===== src/rtl/instr_register_pkg.sv =====
// instr_register_pkg: shared types for the instruction register file and its
// controller.
//   operand_t     - signed 32-bit operand
//   opcode_t      - instruction opcode (ZERO marks an empty/cleared entry)
//   address_t     - register file index (DEPTH = 2**ADDR_W entries)
//   instruction_t - one stored entry {opcode, operand A, operand B}
//   ctrl_state_t  - controller mode: INIT (clearing sweep) or RUN (queue active)
package instr_register_pkg;

  localparam int ADDR_W      = 5;
  localparam int NUM_ENTRIES = 2 ** ADDR_W;

  typedef logic signed [31:0] operand_t;
  typedef logic [ADDR_W-1:0]  address_t;

  typedef enum logic [3:0] {
    ZERO  = 4'd0,
    PASSA = 4'd1,
    PASSB = 4'd2,
    ADD   = 4'd3,
    SUB   = 4'd4,
    MULT  = 4'd5,
    DIV   = 4'd6,
    MOD   = 4'd7
  } opcode_t;

  typedef struct packed {
    opcode_t  opc;
    operand_t op_a;
    operand_t op_b;
  } instruction_t;

  typedef enum logic {
    INIT = 1'b0,
    RUN  = 1'b1
  } ctrl_state_t;

  // Register file index after a, wrapping from the last entry back to 0.
  function automatic address_t addr_inc(input address_t a);
    return a + address_t'(1'b1);
  endfunction

endpackage


===== src/rtl/instr_rr_arbiter.sv =====
// instr_rr_arbiter: combinational round-robin arbiter.
//   req     - per-requester request vector
//   enable  - when low no grant is issued
//   rr_ptr  - requester with highest priority this cycle
//   grant   - one-hot grant (all zero when nothing is granted)
//   gnt_idx - index of the granted requester (0 when nothing is granted)
module instr_rr_arbiter #(
  parameter int NUM_REQ = 2,
  parameter int IDX_W   = 1
) (
  input  logic [NUM_REQ-1:0] req,
  input  logic               enable,
  input  logic [IDX_W-1:0]   rr_ptr,
  output logic [NUM_REQ-1:0] grant,
  output logic [IDX_W-1:0]   gnt_idx
);

  logic [IDX_W:0]   sum_s;
  logic [IDX_W-1:0] idx_s;
  logic             found_s;

  // Scan requesters starting at rr_ptr and grant the first active one.
  always_comb begin
    grant   = {NUM_REQ{1'b0}};
    gnt_idx = {IDX_W{1'b0}};
    found_s = 1'b0;
    sum_s   = {(IDX_W+1){1'b0}};
    idx_s   = {IDX_W{1'b0}};
    for (int i = 0; i < NUM_REQ; i++) begin
      // rr_ptr < NUM_REQ, so a single subtraction brings the sum back in range.
      sum_s = {1'b0, rr_ptr} + (IDX_W+1)'(i);
      if (sum_s >= (IDX_W+1)'(NUM_REQ)) begin
        sum_s = sum_s - (IDX_W+1)'(NUM_REQ);
      end else begin
        sum_s = sum_s;
      end
      idx_s = sum_s[IDX_W-1:0];
      if (enable && !found_s && req[idx_s]) begin
        grant[idx_s] = 1'b1;
        gnt_idx      = idx_s;
        found_s      = 1'b1;
      end else begin
        found_s = found_s;
      end
    end
  end

endmodule


===== src/rtl/instr_register_ctrl.sv =====
// instr_register_ctrl: runs instr_register as a circular instruction queue.
//   clk, reset_n        - clock, asynchronous active-low reset
//   flush               - one-cycle pulse: drop queue contents, redo clearing sweep
//   req_valid/req_ready - per-requester write handshake (ready is a one-hot grant)
//   req_opcode/_operand_a/_operand_b - per-requester write fields
//   load_en, write_pointer, opcode, operand_a, operand_b - registered write port
//   read_pointer        - queue head address into instr_register
//   instruction_word    - instr_register read data at read_pointer
//   rd_valid/rd_ready   - consumer pop handshake, rd_instr = head instruction
//   occupancy           - entries granted and not yet popped
//   init_done           - high once the clearing sweep has finished (RUN)
module instr_register_ctrl
  import instr_register_pkg::*;
#(
  parameter int NUM_REQ = 2,
  parameter int DEPTH   = 32
) (
  input  logic                   clk,
  input  logic                   reset_n,
  input  logic                   flush,
  input  logic [NUM_REQ-1:0]     req_valid,
  output logic [NUM_REQ-1:0]     req_ready,
  input  opcode_t                req_opcode    [NUM_REQ],
  input  operand_t               req_operand_a [NUM_REQ],
  input  operand_t               req_operand_b [NUM_REQ],
  output logic                   load_en,
  output address_t               write_pointer,
  output opcode_t                opcode,
  output operand_t               operand_a,
  output operand_t               operand_b,
  output address_t               read_pointer,
  input  instruction_t           instruction_word,
  output logic                   rd_valid,
  input  logic                   rd_ready,
  output instruction_t           rd_instr,
  output logic [$clog2(DEPTH):0] occupancy,
  output logic                   init_done
);

  localparam int IDX_W = $clog2(NUM_REQ);
  localparam int OCC_W = $clog2(DEPTH) + 1;
  localparam address_t LAST_ADDR = address_t'(DEPTH - 1);

  ctrl_state_t      state_q, state_d;
  address_t         sweep_q, sweep_d;
  address_t         wr_ptr_q, wr_ptr_d;          // address of the next accepted write
  address_t         write_pointer_q, write_pointer_d;
  address_t         read_pointer_q, read_pointer_d;
  logic [OCC_W-1:0] occ_q, occ_d;
  logic             load_en_q, load_en_d;
  opcode_t          opcode_q, opcode_d;
  operand_t         operand_a_q, operand_a_d;
  operand_t         operand_b_q, operand_b_d;
  logic [IDX_W-1:0] rr_q, rr_d;
  logic             init_done_q, init_done_d;

  logic             in_run_s;
  logic             arb_en_s;
  logic [NUM_REQ-1:0] grant_s;
  logic [IDX_W-1:0] gnt_idx_s;
  logic             accept_s;
  logic             pop_s;
  logic [OCC_W-1:0] written_s;

  instr_rr_arbiter #(
    .NUM_REQ (NUM_REQ),
    .IDX_W   (IDX_W)
  ) u_arb (
    .req     (req_valid),
    .enable  (arb_en_s),
    .rr_ptr  (rr_q),
    .grant   (grant_s),
    .gnt_idx (gnt_idx_s)
  );

  // Handshake qualification and read-side visibility.
  always_comb begin
    in_run_s  = (state_q == RUN);
    // A pop in the same cycle does not free space for a grant when full.
    arb_en_s  = in_run_s && !flush && (occ_q < OCC_W'(DEPTH));
    accept_s  = |(req_valid & grant_s);
    // An entry still being written this cycle is counted but not yet readable.
    written_s = occ_q - OCC_W'(load_en_q);
    rd_valid  = in_run_s && (written_s != {OCC_W{1'b0}});
    pop_s     = rd_valid && rd_ready && !flush;
  end

  // Next-state computation for the sweep, write port, pointers and occupancy.
  always_comb begin
    state_d         = state_q;
    sweep_d         = sweep_q;
    wr_ptr_d        = wr_ptr_q;
    write_pointer_d = write_pointer_q;
    read_pointer_d  = read_pointer_q;
    occ_d           = occ_q;
    load_en_d       = 1'b0;
    opcode_d        = opcode_q;
    operand_a_d     = operand_a_q;
    operand_b_d     = operand_b_q;
    rr_d            = rr_q;
    init_done_d     = init_done_q;

    case (state_q)
      INIT: begin
        if (flush) begin
          sweep_d         = address_t'(1'b0);
          write_pointer_d = address_t'(1'b0);
          occ_d           = {OCC_W{1'b0}};
        end else if (load_en_q && (write_pointer_q == LAST_ADDR)) begin
          // Last entry is being cleared this cycle; the queue opens next cycle.
          state_d         = RUN;
          write_pointer_d = address_t'(1'b0);
          wr_ptr_d        = address_t'(1'b0);
          init_done_d     = 1'b1;
        end else begin
          load_en_d       = 1'b1;
          write_pointer_d = sweep_q;
          sweep_d         = addr_inc(sweep_q);
          opcode_d        = ZERO;
          operand_a_d     = operand_t'(32'sd0);
          operand_b_d     = operand_t'(32'sd0);
        end
      end
      RUN: begin
        if (flush) begin
          state_d         = INIT;
          sweep_d         = address_t'(1'b0);
          wr_ptr_d        = address_t'(1'b0);
          write_pointer_d = address_t'(1'b0);
          read_pointer_d  = address_t'(1'b0);
          occ_d           = {OCC_W{1'b0}};
          init_done_d     = 1'b0;
        end else begin
          if (accept_s) begin
            load_en_d       = 1'b1;
            write_pointer_d = wr_ptr_q;
            wr_ptr_d        = addr_inc(wr_ptr_q);
            opcode_d        = req_opcode[gnt_idx_s];
            operand_a_d     = req_operand_a[gnt_idx_s];
            operand_b_d     = req_operand_b[gnt_idx_s];
            if (gnt_idx_s == IDX_W'(NUM_REQ - 1)) begin
              rr_d = {IDX_W{1'b0}};
            end else begin
              rr_d = gnt_idx_s + IDX_W'(1'b1);
            end
          end else begin
            load_en_d = 1'b0;
          end
          if (pop_s) begin
            read_pointer_d = addr_inc(read_pointer_q);
          end else begin
            read_pointer_d = read_pointer_q;
          end
          occ_d = occ_q + OCC_W'(accept_s) - OCC_W'(pop_s);
        end
      end
      default: begin
        state_d     = INIT;
        sweep_d     = address_t'(1'b0);
        init_done_d = 1'b0;
      end
    endcase
  end

  // State and registered write-port outputs.
  always_ff @(posedge clk or negedge reset_n) begin
    if (!reset_n) begin
      state_q         <= INIT;
      sweep_q         <= address_t'(1'b0);
      wr_ptr_q        <= address_t'(1'b0);
      write_pointer_q <= address_t'(1'b0);
      read_pointer_q  <= address_t'(1'b0);
      occ_q           <= {OCC_W{1'b0}};
      load_en_q       <= 1'b0;
      opcode_q        <= ZERO;
      operand_a_q     <= operand_t'(32'sd0);
      operand_b_q     <= operand_t'(32'sd0);
      rr_q            <= {IDX_W{1'b0}};
      init_done_q     <= 1'b0;
    end else begin
      state_q         <= state_d;
      sweep_q         <= sweep_d;
      wr_ptr_q        <= wr_ptr_d;
      write_pointer_q <= write_pointer_d;
      read_pointer_q  <= read_pointer_d;
      occ_q           <= occ_d;
      load_en_q       <= load_en_d;
      opcode_q        <= opcode_d;
      operand_a_q     <= operand_a_d;
      operand_b_q     <= operand_b_d;
      rr_q            <= rr_d;
      init_done_q     <= init_done_d;
    end
  end

  assign req_ready     = grant_s;
  assign load_en       = load_en_q;
  assign write_pointer = write_pointer_q;
  assign opcode        = opcode_q;
  assign operand_a     = operand_a_q;
  assign operand_b     = operand_b_q;
  assign read_pointer  = read_pointer_q;
  assign occupancy     = occ_q;
  assign init_done     = init_done_q;
  assign rd_instr      = instruction_word;

endmodule


===== config.mk =====
export PLATFORM = sky130hd
export DESIGN_NAME = instr_register_ctrl
export DESIGN_NICKNAME = d
export VERILOG_FILES = /design/src/rtl/instr_register_pkg.sv /design/src/rtl/instr_rr_arbiter.sv /design/src/rtl/instr_register_ctrl.sv
export SDC_FILE = /design/constraint.sdc
export NUM_CORES = 1
export LEC_CHECK = 0
export ABC_CLOCK_PERIOD_IN_PS = 3700
export BUFFER_PORTS_ARGS = -buffer_cell sky130_fd_sc_hd__buf_2
export CORE_AREA = 2 2 142 144
export DETAILED_ROUTE_END_ITERATION = 8
export DIE_AREA = 0 0 144 146
export GPL_TIMING_DRIVEN = 0
export HOLD_SLACK_MARGIN = 0.15
export MAX_ROUTING_LAYER = met4
export PLACE_DENSITY_LB_ADDON = 0.15
export SYNTH_ARGS = -nofsm -noshare
export SYNTH_HDL_FRONTEND = slang
export SYNTH_SLANG_ARGS = --single-unit

===== constraint.sdc =====
create_clock -name clk -period 3.7 [get_ports clk]
set_clock_uncertainty 0.15 [all_clocks]
set_input_delay 0.74 -clock clk [delete_from_list [all_inputs] [get_ports clk]]
set_output_delay 0.74 -clock clk [all_outputs]
set_load 0.02 [all_outputs]

# Yosys cells after proc, flatten, opt, wreduce, memory -nomap -nowiden
# Cells that the tools add are included.
[op_classes]
add_sub_neg = 10
n_eq_ne = 10
bitwise = 5
order_cmp = 8
n_reduce_logical = 22
muxes = 70
[op_table]
columns = ["operator", "n"]
rows = [
  ["two-way mux 32 bit", 12],
  ["one-hot mux 32 bit (2 select lines)", 2],
  ["two-way mux 5 bit", 13],
  ["one-hot mux 5 bit (2 select lines)", 3],
  ["two-way mux 4 bit", 7],
  ["two-way mux 1 bit", 22],
  ["adder 5 x 1 -> 5 bit (second input constant)", 3],
  ["two-way mux 6 bit", 2],
  ["!= test 2 bit (second input constant)", 6],
  ["one-hot mux 6 bit (2 select lines)", 1],
  ["subtractor 6 x 1 -> 6 bit", 2],
  ["logical AND 1 bit", 11],
  ["AND reduction 3 bit", 3],
  ["one-hot mux 4 bit (2 select lines)", 1],
  ["adder 6 x 1 -> 6 bit", 1],
  ["< comparator 6 bit (second input constant)", 1],
  ["one-hot mux 1 bit (2 select lines)", 3],
  ["nonzero test 6 bit", 1],
  ["equality test 5 bit (second input constant)", 1],
  [">= comparator 2 bit (second input constant)", 2],
  ["< comparator 1 x 2 -> 1 bit (second input constant)", 2],
  ["two-way mux 2 bit", 2],
  ["AND reduction 2 bit", 2],
  ["AND reduction 4 bit", 1],
  ["other kinds (16)", 21],
]
[totals]
in_bits = 210
ff_bits = 98
out_inout_bits = 157
elab_cells = 137

# Depth between registers and ports, before layout
# Gate-level depths: netlist of run 1.
[depth]
word_depth = 17
depth_mapped = 17
ltp_nobuf = 16

# Hierarchy
# A second synthesis of run 1 with hierarchy kept.
[hier_totals]
cells_unflattened = 576
hier_area_um2 = 5675.4
[modules_own_cells]
columns = ["module", "area_each_um2", "cells_each", "instances", "seq_area_each_um2"]
rows = [
  ["instr_register_ctrl", 5649.2, 570, 1, 2452.4],
  ["instr_rr_arbiter", 26.3, 6, 1, 0.0],
]

# Worst setup path after synthesis of run 1
# Ideal clock, no wire load.
[synth_path]
path_type = "register to register"
startpoint = "reg occ_q[2] (netlist: occupancy[2])"
endpoint = "reg occ_q[4] (netlist: occupancy[4])"
period_less_slack_ns = 3.561
path_slack_ns = 0.139
setup_time_ns = 0.099
stages_incl_launch_ff = 17
n_path_buf = 1
t_arrival_ns = 3.312
t_required_ns = 3.451
path_cell_list = "dfrtp_1 > inv_1 > ha_1 > nand4bb_1 > o311ai_0 > o2111a_1 > a21boi_2 > buf_6 > and2_1 > ha_1 > inv_1 > ha_1 > fa_1 > a21oi_1 > nor2_1 > or3_1 > a311oi_1"
[synth_via]
elab_chain_len = 14
elab_cells_between_ends = 21
classes_between = "add/sub: 3; order compare: 1; mux: 5; bitwise: 2; reduce/logical: 10"
[synth_rtl]
columns = ["item", "line", "source"]
rows = [
  ["start: declaration", "instr_register_ctrl.sv:49", "logic [OCC_W-1:0] occ_q, occ_d;"],
  ["start signal: assignment", "instr_register_ctrl.sv:173", "occ_q <= {OCC_W{1'b0}};"],
  ["< comparator 6 bit", "instr_register_ctrl.sv:80", "arb_en_s = in_run_s && !flush && (occ_q < OCC_W'(DEPTH));"],
  ["logical AND 1 bit", "instr_register_ctrl.sv:80", ""],
  ["logical AND 1 bit", "instr_rr_arbiter.sv:38", "if (enable && !found_s && req[idx_s]) begin"],
  ["two-way mux 1 bit", "instr_rr_arbiter.sv:38", ""],
  ["logical NOT 1 bit", "instr_rr_arbiter.sv:38", ""],
  ["logical AND 1 bit (2 in series)", "instr_rr_arbiter.sv:38", ""],
  ["two-way mux 2 bit", "instr_rr_arbiter.sv:38", ""],
  ["bitwise AND 2 bit", "instr_register_ctrl.sv:81", "accept_s = |(req_valid & grant_s);"],
  ["OR reduction 2 bit", "instr_register_ctrl.sv:81", ""],
  ["adder 6 x 1 -> 6 bit", "instr_register_ctrl.sv:154", "occ_d = occ_q + OCC_W'(accept_s) - OCC_W'(pop_s);"],
  ["subtractor 6 x 1 -> 6 bit (*)", "instr_register_ctrl.sv:154", ""],
  ["two-way mux 6 bit (*)", "instr_register_ctrl.sv:125", "if (flush) begin"],
  ["one-hot mux 6 bit (2 select lines) (*)", "instr_register_ctrl.sv:103", "case (state_q)"],
]
# Mark *: on every way between the ends. The rest lies on a longest branch, timed or not.
# A chain may end at the register's enable or synchronous reset.

# Worst setup path after layout of run 1
[layout_path]
startpoint = "reg occ_q[0] (netlist: occupancy[0])"
endpoint = "reg occ_q[4] (netlist: occupancy[4])"
# The elaborated chain is that of the path after synthesis.

==> results of run 1 <==
[registers in the layout (all words and copies together), names as in the netlist]
name           count
operand_a         32
rr_q               1
write_pointer      5
opcode             4
load_en            1
in_run_s           1
read_pointer       5
init_done          1
wr_ptr_q           5
operand_b         32
sweep_q            5
occupancy          6
[metal layers]
layer	global-route usage	wire (µm)
met4	0.0515	256
met5	-	0
met3	0.0184	936
met2	0.292	9290
met1	0.224	7930
[cells by family (layout without fill, tap and decap cells)]
family | Yosys count | count (layout) | synth area share
XOR/XNOR | 11 | 11 | 0.0163
AO/OA/AOI/OAI | 106 | 106 | 0.105
buffers and inverters | 122 | 445 | 0.134
multiplexers | 73 | 73 | 0.138
adder cells (fa/ha/maj) | 16 | 16 | 0.0352
flip-flops | 98 | 98 | 0.416
other | 0 | 1 | 0
AND/OR/NAND/NOR | 213 | 213 | 0.156
[what timing repair did]
item                                    in CTS  in global routing
resized for setup                            1                 14
pin swaps                                    0                  1
buffers inserted                             0                  8
endpoints found under the setup margin       1                  2
endpoints found under the hold margin        0                  0
[worst max-delay path: stages (launching register included)]
cell,delay (ns)
dfrtp_1,0.42
inv_1,0.07
ha_2,0.20
nand2b_1,0.16
and3_1,0.18
o2111a_1,0.27
a21boi_2,0.17
buf_6,0.16
and2_1,0.15
ha_1,0.13
inv_1,0.03
ha_1,0.20
fa_2,0.36
a21oi_1,0.13
nor2_1,0.06
or3_1,0.30
a311oi_1,0.26
[cells in the final DEF (no fill, tap or decap), types with 2 or more instances in the layout]
master and count:
dfrtp_1 94, nor2_1 23, xor2_1 8, mux2_2 69
and3_1 2, inv_1 14, clkbuf_16 9, nor2_2 2
ha_1 14, mux2i_1 4, bufinv_16 2, clkbuf_2 3
a21oi_1 8, buf_2 307, nand2_1 149, xnor2_1 3
buf_6 7, dfrtp_2 4, buf_4 79, nor3_1 3
o21ai_1 29, nand4_1 7, clkinvlp_4 3, nand3_1 7
and2_1 2, nand2b_1 8, inv_2 4, a41o_1 2
clkbuf_1 15, o311ai_1 3, o21ai_0 47
[final cells by class]
class                      count  area, µm²  area share
timing repair buffer         307       1580       0.194
tap                          265        332      0.0406
inverter                      18       67.6     0.00828
clock buffer                  10        229      0.0281
sequential                    98       2460       0.301
clock inverter                 6       91.3      0.0112
antenna                        1       2.50    0.000307
multi-input combinational    419       2680       0.328
buffer                       104        722      0.0884
[per-stage QoR]
step	power [µW]	setup slack, ns	instances	hold slack [ns]	utilization
after global placement	1460	0.00857	1202	0.307	0.399
after CTS	2510	0.0486	1219	0.279	0.418
after global routing	2580	-0.000532	1228	0.313	0.422
after detailed placement	1460	-0.00450	1203	0.314	0.401
final	2460	0.210	1228	0.269	0.422
after floorplan	1300	0.139	639	0.294	-
[path summary, 6_finish.rpt]
path                       slack (ns)    startpoint  cells after the start            to
setup / recovery                 0.21  occupancy[0]                     16  occupancy[4]
hold / removal                   0.27       reset_n                      1     opcode[3]
min in group clk                 0.32  operand_a[8]                      2  operand_a[8]
max in group asynchronous        2.43       reset_n                      2  occupancy[4]
hold reg to reg                  0.32  operand_a[8]                      2  operand_a[8]
setup reg to reg                 0.21  occupancy[0]                     16  occupancy[4]
[power groups by stage]
stage / logic [µW] / clock network [µW] / registers [µW]
after floorplan: 191 / 0 / 1110
after global placement: 349 / 0 / 1110
after detailed placement: 354 / 0 / 1110
after CTS: 355 / 1070 / 1090
after global routing: 382 / 1110 / 1090
final: 348 / 1020 / 1090
==> results.sh, run 1 <==
export IMPL_rows=51
export IMPL_grt_pass1_wl_mm=27.8
export IMPL_cp_required_ns=3.80
export IMPL_dieArea_um2=21000
export IMPL_synth_edf_count=0
export IMPL_ys_seq_elements=98
export IMPL_wl_per_cell_um=15.0
export IMPL_wl_mm=18.4
export IMPL_ys_top_cells_by_count="nand2_1, dfrtp_1, buf_4"
export IMPL_place_gp_congestion=0.763
export IMPL_clkLatencyLatePin_ns=0.35
export IMPL_switching_power_uw=610
export IMPL_syn_to_final_growth_pct=38.3
export IMPL_nets=1183
export IMPL_crit_fanout=10
export IMPL_finalCritPeriodShare=0.943
export IMPL_numPortBuffers=298
export IMPL_netlist_area_um2=5900
export IMPL_pwr_density_cell_nw_per_um2=301
export IMPL_internal_power_uw=1850
export IMPL_drc=0
export IMPL_overflow=0
export IMPL_final_area_um2=8160
export IMPL_viasPerCell=4.47
export IMPL_syn_area_per_cell_um2=9.23
export IMPL_core_area_um2=19300
export IMPL_crit_path_end_kind="flop"
export IMPL_path_clk_slew_ns=0.07
export IMPL_comb_power_share=0.142
export IMPL_status="finished clean"
export IMPL_ir_drop_mv=0.189
export IMPL_numCtsBuffers=9
export IMPL_grt_pass1_vias=5078
export IMPL_worstPathArrival_ns=3.59
export IMPL_worstMarginPinSlew_ns=0.673
export IMPL_nFillCells=2016
export IMPL_synth_area_leaders="dfrtp_1, mux2_2, nand2_1"
export IMPL_synth_top_area_share=0.416
export IMPL_min_delay_path_class="input port to asynchronous set/reset pin"
export IMPL_ctsHoldBuffers=0
export IMPL_setup_tns_ns=0
export IMPL_max_cap_violations=0
export IMPL_synth_warnings=0
export IMPL_final_max_slew_viol_count=0
export IMPL_die_h_um=146
export IMPL_clock_sinks=98
export IMPL_synthCells=639
export IMPL_timing_final_crit_period_ns=3.49
export IMPL_grt_util_all_layers=0.175
export IMPL_setup_violations=0
export IMPL_clockRootBuffer="clkbuf_16"
export IMPL_cts_tree="built"
export IMPL_power_share_clock=0.417
export IMPL_ioPinCount=367
export IMPL_cts_htree_levels=3
export IMPL_dr_pass1_iters=6
export IMPL_drtIter0Drc=151
export IMPL_die_w_um=144
export IMPL_yosys_cell_types_count=54
export IMPL_hold_viol_final=0
export IMPL_start_util=0.305
export IMPL_drive_above_1_share=0.523
export IMPL_p_sw_frac=0.248
export IMPL_cp_start_kind="flop"
export IMPL_yosysMostFrequentCell="nand2_1"
export IMPL_p_seq_frac=0.442
export IMPL_num_vias=5486
export IMPL_p_leak_uw=0.00422
export IMPL_place_area_um2=7750
export IMPL_synth_fp_nets=865
export IMPL_cts_buffer_depth=2
export IMPL_crit_type="flop to flop"
export IMPL_max_slew_margin=0.551
export IMPL_async_flop_share=1.00
export IMPL_yosysTopAreaCell="dfrtp_1"
export IMPL_hpwl_mm=14.4
export IMPL_ys_dominant_reg_cell="dfrtp_1"
export IMPL_fmax_mhz=287
export IMPL_grt_max_degree=54
export IMPL_ant_nets=0
export IMPL_antenna_found_initial=1
export IMPL_yosysSeqAreaShare=0.416
No activity file was read; power rests on OpenSTA's default activity.
==> run 2: changes to the inputs <==
--- a/config.mk
+++ b/config.mk
@@ -6,10 +6,10 @@
 export NUM_CORES = 1
 export LEC_CHECK = 0
 export ABC_CLOCK_PERIOD_IN_PS = 3700
-export BUFFER_PORTS_ARGS = -buffer_cell sky130_fd_sc_hd__buf_2
-export CORE_AREA = 2 2 142 144
+export CORE_AREA = 2 2 144 146
 export DETAILED_ROUTE_END_ITERATION = 8
-export DIE_AREA = 0 0 144 146
+export DIE_AREA = 0 0 146 148
+export DONT_BUFFER_PORTS = 1
 export GPL_TIMING_DRIVEN = 0
 export HOLD_SLACK_MARGIN = 0.15
 export MAX_ROUTING_LAYER = met4
@@ -17,3 +17,4 @@
 export SYNTH_ARGS = -nofsm -noshare
 export SYNTH_HDL_FRONTEND = slang
 export SYNTH_SLANG_ARGS = --single-unit
+export TNS_END_PERCENT = 100
==> run 2 against run 1 <==
Against the previous run: combinational power decreased by 28%; sequential share of layout area grew 6.5 points; critical path depth unchanged; global-route usage is 1.2 points lower; non-clock buffer count fell by 301; total power fell by 6.3%; largest cell class unchanged; flip-flop and latch count unchanged; largest power group unchanged; critical endpoint unchanged; first-iteration DRC count rose by 12%; via count shrank 18%; setup slack worse by 0.085 ns; core utilization shrank 8.7 points.
==> results.sh, run 2 (synthesized netlist as in run 1, its figures left out) <==
export IMPL_status="finished clean"
export IMPL_num_vias=4474
export IMPL_clock_sinks=98
export IMPL_grt_max_degree=99
export IMPL_core_area_um2=20000
export IMPL_rows=52
export IMPL_fin_hold_ws_ns=0.171
export IMPL_path_clk_slew_ns=0.08
export IMPL_max_slew_margin=0.536
export IMPL_crit_chain="inv_4 -> ha_4 -> nand4bb_1 -> o311ai_2 -> o2111a_1 -> a21boi_2 -> buf_6 -> and2_4 -> ha_1 -> inv_1 -> ha_4 -> fa_2 -> a21oi_2 -> nor2_1 -> or3_1 -> a311oi_1"
export IMPL_dieArea_um2=21600
export IMPL_crit_fanout=7
export IMPL_timing_final_crit_period_ns=3.57
export IMPL_ant_nets=0
export IMPL_nets=882
export IMPL_start_util=0.294
export IMPL_min_delay_path_class="input port to asynchronous set/reset pin"
export IMPL_crit_buf_inv=3
export IMPL_hpwl_mm=13.7
export IMPL_drtIter0Drc=169
export IMPL_hold_viol_final=0
export IMPL_cp_required_ns=3.80
export IMPL_antenna_found_initial=2
export IMPL_cp_slowest_stage_delay_ns=0.52
export IMPL_clkLatencyLatePin_ns=0.35
export IMPL_clockRootBuffer="clkbuf_16"
export IMPL_slowest_stage="dfrtp_2"
export IMPL_reg2reg_from="occupancy[2]"
export IMPL_overflow=0
export IMPL_numCtsBuffers=9
export IMPL_worstMarginPinSlew_ns=0.689
export IMPL_grt_util_all_layers=0.163
export IMPL_ir_drop_mv=0.179
export IMPL_pwr_density_cell_nw_per_um2=343
export IMPL_worstRegToRegCells=16
export IMPL_cts_buffer_depth=2
export IMPL_syn_to_final_growth_pct=13.8
export IMPL_p_leak_uw=0.00293
export IMPL_worstPathArrival_ns=3.68
export IMPL_layout_common_cells="nand2_1, dfrtp_1, buf_4, mux2_2, o21ai_0"
export IMPL_finalCritPeriodShare=0.966
export IMPL_grt_pass1_vias=4518
export IMPL_cp_start_kind="flop"
export IMPL_regToRegSetupSlack_ns=0.13
export IMPL_reg2reg_to="occupancy[4]"
export IMPL_ioPinCount=367
export IMPL_die_w_um=146
export IMPL_drc=0
export IMPL_setup_violations=0
export IMPL_grt_pass1_wl_mm=26.3
export IMPL_crit_path_end_kind="flop"
export IMPL_path_depth=16
export IMPL_drive_above_1_share=0.322
export IMPL_place_gp_congestion=0.827
export IMPL_crit_type="flop to flop"
export IMPL_wl_mm=17.8
export IMPL_wl_per_cell_um=19.2
export IMPL_fmax_mhz=280
export IMPL_crit_top_cell="ha_4"
export IMPL_max_cap_violations=0
export IMPL_final_common_cell="nand2_1"
export IMPL_die_h_um=148
export IMPL_numPortBuffers=0
export IMPL_viasPerCell=4.81
export IMPL_cts_tree="built"
export IMPL_cts_htree_levels=3
export IMPL_cp_top_family="adder cells"
export IMPL_rsz0062_at_grt="false"
export IMPL_dr_pass1_iters=4
export IMPL_final_max_slew_viol_count=0
export IMPL_fin_util=0.335
[run 2: cell types whose count changed in the layout (fill, tap and decap cells not counted), moves of 3 or more]
cell   previous run  this run
inv_4             0         3
buf_2           307        10
ha_1             14        11
buf_4            79        75
ha_4              0         4
[run 2: metrics by stage]
step           cells  TNS [ns]  total power [µW]  instance area [µm²]  setup slack, ns
3_3_place_gp     909    -0.222              1330                 6240           -0.186
4_1_cts          923         0              2340                 6570           0.0355
2_1_floorplan    639         0              1300                 5900            0.139
3_5_place_dp     909    -0.320              1330                 6240           -0.209
5_1_grt          930         0              2410                 6710           0.0120
6_report         930         0              2300                 6710            0.125
[run 2: worst reg2reg max path, cell delays in order (launching register included)]
cell and delay (ns):
dfrtp_2 0.52, inv_4 0.09, ha_4 0.17, nand4bb_1 0.18, o311ai_2 0.09, o2111a_1 0.26
a21boi_2 0.08, buf_6 0.14, and2_4 0.15, ha_1 0.27, inv_1 0.06, ha_4 0.17
fa_2 0.40, a21oi_2 0.15, nor2_1 0.06, or3_1 0.30, a311oi_1 0.25
[run 2: final cells by class]
class	instances	area, µm²
clock buffers	9	225
inverters	18	75.1
clock inverters	5	63.8
flip-flops and latches	98	2460
multi-input cells	419	2750
fillers	2117	13300
plain buffers	103	718
repair buffers	7	77.6
well taps	270	338
diodes	1	2.50
[run 2: worst max-delay path by stage]
stage	startpoint	end	slack [ns]
floorplan	occupancy[2]	occupancy[4]	0.14
global placement	occupancy[2]	occupancy[4]	-0.19
detailed placement	occupancy[2]	occupancy[4]	-0.21
CTS	occupancy[0]	occupancy[5]	0.04
global route	occupancy[2]	occupancy[4]	0.01
finish	occupancy[2]	occupancy[4]	0.13
[run 2: power breakdown]
part,total [µW],internal (µW),leakage [µW],switching [µW]
Combinational,250,107,0.00147,143
Sequential,1090,1080,0.00132,12.0
Clock,963,524,0.000138,439
[run 2: timing repair]
item,4_1_cts,5_1_grt
gates resized for setup,12,21
hold endpoints to repair,98,0
hold buffers,1,0
setup buffers,0,6
endpoints found under the setup margin,3,2
pin swaps,1,7
[run 2: per-layer routing]
metal / GRT usage / up-vias / wire [µm] / share of wire
met3: 0.0481 / 12 / 1380 / 0.078
met2: 0.282 / 218 / 9290 / 0.52
met1: 0.184 / 2146 / 6940 / 0.39
met5: - / - / 0 / 0
li1: - / 2098 / - / -
met4: 0.0461 / 0 / 214 / 0.012
==> run 3: changes to the inputs <==
--- a/config.mk
+++ b/config.mk
@@ -6,9 +6,9 @@
 export NUM_CORES = 1
 export LEC_CHECK = 0
 export ABC_CLOCK_PERIOD_IN_PS = 3700
-export CORE_AREA = 2 2 144 146
+export CORE_AREA = 2 2 141 143
 export DETAILED_ROUTE_END_ITERATION = 8
-export DIE_AREA = 0 0 146 148
+export DIE_AREA = 0 0 143 145
 export DONT_BUFFER_PORTS = 1
 export GPL_TIMING_DRIVEN = 0
 export HOLD_SLACK_MARGIN = 0.15
==> run 3 against run 2 <==
Against the previous run: worst hold slack worse by 0.035 ns; wire length down 1.2%; fmax is 0.10% higher; count of clock-buffer cells in the layout increased by 2; total power increased by 0.69%; critical endpoint unchanged; largest power group unchanged; highest routed layer unchanged.
==> results.sh, run 3 (synthesized netlist as in run 1, its figures left out) <==
export IMPL_worstMarginPinSlew_ns=0.701
export IMPL_fmax_mhz=280
export IMPL_ir_drop_mv=0.217
export IMPL_fin_util=0.349
export IMPL_viasPerCell=4.86
export IMPL_wl_mm=17.6
export IMPL_status="finished clean"
export IMPL_dieArea_um2=20700
export IMPL_place_gp_congestion=0.794
export IMPL_cp_top_family="simple AND/OR/NAND/NOR gates"
export IMPL_cp_slowest_stage_delay_ns=0.46
export IMPL_core_area_um2=19200
export IMPL_crit_fanout=5
export IMPL_clockRootBuffer="clkbuf_16"
export IMPL_overflow=0
export IMPL_crit_chain="inv_1 -> ha_2 -> nand2b_1 -> and3_1 -> o2111a_2 -> a21boi_4 -> and2_4 -> ha_1 -> inv_1 -> ha_2 -> fa_2 -> a21oi_2 -> nor2_1 -> or3_1 -> a311oi_2"
export IMPL_ioPinCount=367
export IMPL_p_seq_frac=0.470
export IMPL_final_common_cell="nand2_1"
export IMPL_clkLatencyLatePin_ns=0.35
export IMPL_grt_pass1_vias=4563
export IMPL_final_max_slew_viol_count=0
export IMPL_crit_buf_inv=2
export IMPL_comb_power_share=0.107
export IMPL_cp_start_kind="flop"
export IMPL_die_h_um=145
export IMPL_p_leak_uw=0.00295
export IMPL_num_vias=4517
export IMPL_rows=51
export IMPL_route_met3_wl_mm=1.19
export IMPL_grt_util_all_layers=0.172
export IMPL_switching_power_uw=587
export IMPL_place_area_um2=6230
export IMPL_cts_buffer_depth=2
export IMPL_wl_per_cell_um=19.0
export IMPL_hold_viol_final=0
export IMPL_max_cap_violations=0
export IMPL_die_w_um=143
export IMPL_nets=884
export IMPL_clock_sinks=98
export IMPL_m1WireLength_mm=6.77
export IMPL_cts_htree_levels=3
export IMPL_max_slew_margin=0.533
export IMPL_path_depth=15
export IMPL_slowest_stage="dfrtp_2"
export IMPL_drc=0
export IMPL_power_share_clock=0.423
export IMPL_crit_type="flop to flop"
export IMPL_timing_final_crit_period_ns=3.57
export IMPL_setup_violations=0
export IMPL_drive_above_1_share=0.324
export IMPL_worstRegToRegCells=15
export IMPL_crit_path_end_kind="flop"
export IMPL_antenna_found_initial=1
export IMPL_routed_wl_met2_mm=9.36
export IMPL_finalCritPeriodShare=0.965
export IMPL_path_clk_slew_ns=0.07
export IMPL_dr_pass1_iters=4
export IMPL_drtIter0Drc=172
export IMPL_ant_nets=0
export IMPL_hpwl_mm=13.6
export IMPL_min_delay_path_class="input port to asynchronous set/reset pin"
export IMPL_cts_tree="built"
export IMPL_cp_required_ns=3.80
export IMPL_grt_pass1_wl_mm=26.4
export IMPL_p_sw_frac=0.253
export IMPL_layout_common_cells="nand2_1, dfrtp_1, buf_4, mux2_2, o21ai_0"
export IMPL_worstPathArrival_ns=3.67
export IMPL_syn_to_final_growth_pct=13.8
export IMPL_pwr_density_cell_nw_per_um2=345
export IMPL_nFillCells=1987
export IMPL_grt_max_degree=99
export IMPL_fin_hold_ws_ns=0.136
export IMPL_internal_power_uw=1730
export IMPL_numCtsBuffers=9
export IMPL_top_layer="met4"
export IMPL_start_util=0.307
export IMPL_numPortBuffers=0
export IMPL_final_area_um2=6710
==> run 3: timing repair <==
action | CTS | global route
buffers inserted | 0 | 8
hold buffers | 1 | 0
endpoints found under the setup margin | 3 | 3
gates resized for setup | 13 | 20
pin swaps | 2 | 9
endpoints found under the hold margin | 98 | 0
==> run 3: layer usage <==
| layer | GRT usage | up-vias |
|---|---|---|
| met5 | - | - |
| met4 | 0.0619 | 0 |
| met3 | 0.0383 | 19 |
| met2 | 0.302 | 201 |
| met1 | 0.190 | 2192 |
| li1 | - | 2105 |
==> run 3: final timing paths <==
| path | slack (ns) | start | endpoint |
|---|---|---|---|
| min in group clk | 0.35 | rr_q | rr_q |
| max in group asynchronous | 2.78 | reset_n | occupancy[2] |
| min reg2reg | 0.35 | rr_q | rr_q |
| max reg2reg | 0.13 | occupancy[0] | occupancy[4] |
| min | 0.14 | reset_n | operand_b[29] |
| max | 0.13 | occupancy[0] | occupancy[4] |
==> run 3: metrics by stage <==
stage	setup TNS (ns)	setup slack (ns)	std cells	power, µW
5_1_grt	-0.0229	-0.0229	929	2440
3_5_place_dp	-0.426	-0.270	904	1330
3_3_place_gp	-0.285	-0.210	904	1330
2_1_floorplan	0	0.139	639	1300
6_report	0	0.129	929	2320
4_1_cts	-0.0203	-0.0203	921	2360
==> run 3: power by group through the flow <==
stage / clock network, µW / logic [µW] / registers [µW]
finish: 981 / 249 / 1090
global route: 1080 / 269 / 1090
CTS: 1020 / 250 / 1090
detailed placement: 0 / 223 / 1110
global placement: 0 / 222 / 1110
floorplan: 0 / 191 / 1110
==> run 3: worst reg2reg max path: cells and delay by family, from the launching register on <==
kind | cells | cell delay (ns)
AOI/OAI and AO/OA | 4 | 0.93
adders and majority gates | 4 | 0.88
buffers and inverters | 2 | 0.11
DFF | 1 | 0.46
and+or+nand+nor | 5 | 0.96
==> run 3: layout make-up <==
class	instances	area, µm²	area share
well taps	265	332	0.0494
diodes	1	2.50	0.000373
plain buffers	103	712	0.106
clock inverters	5	61.3	0.00913
inverters	18	72.6	0.0108
clock buffers	11	243	0.0362
flip-flops and latches	98	2460	0.366
repair buffers	9	92.6	0.0138
multi-input cells	419	2740	0.408
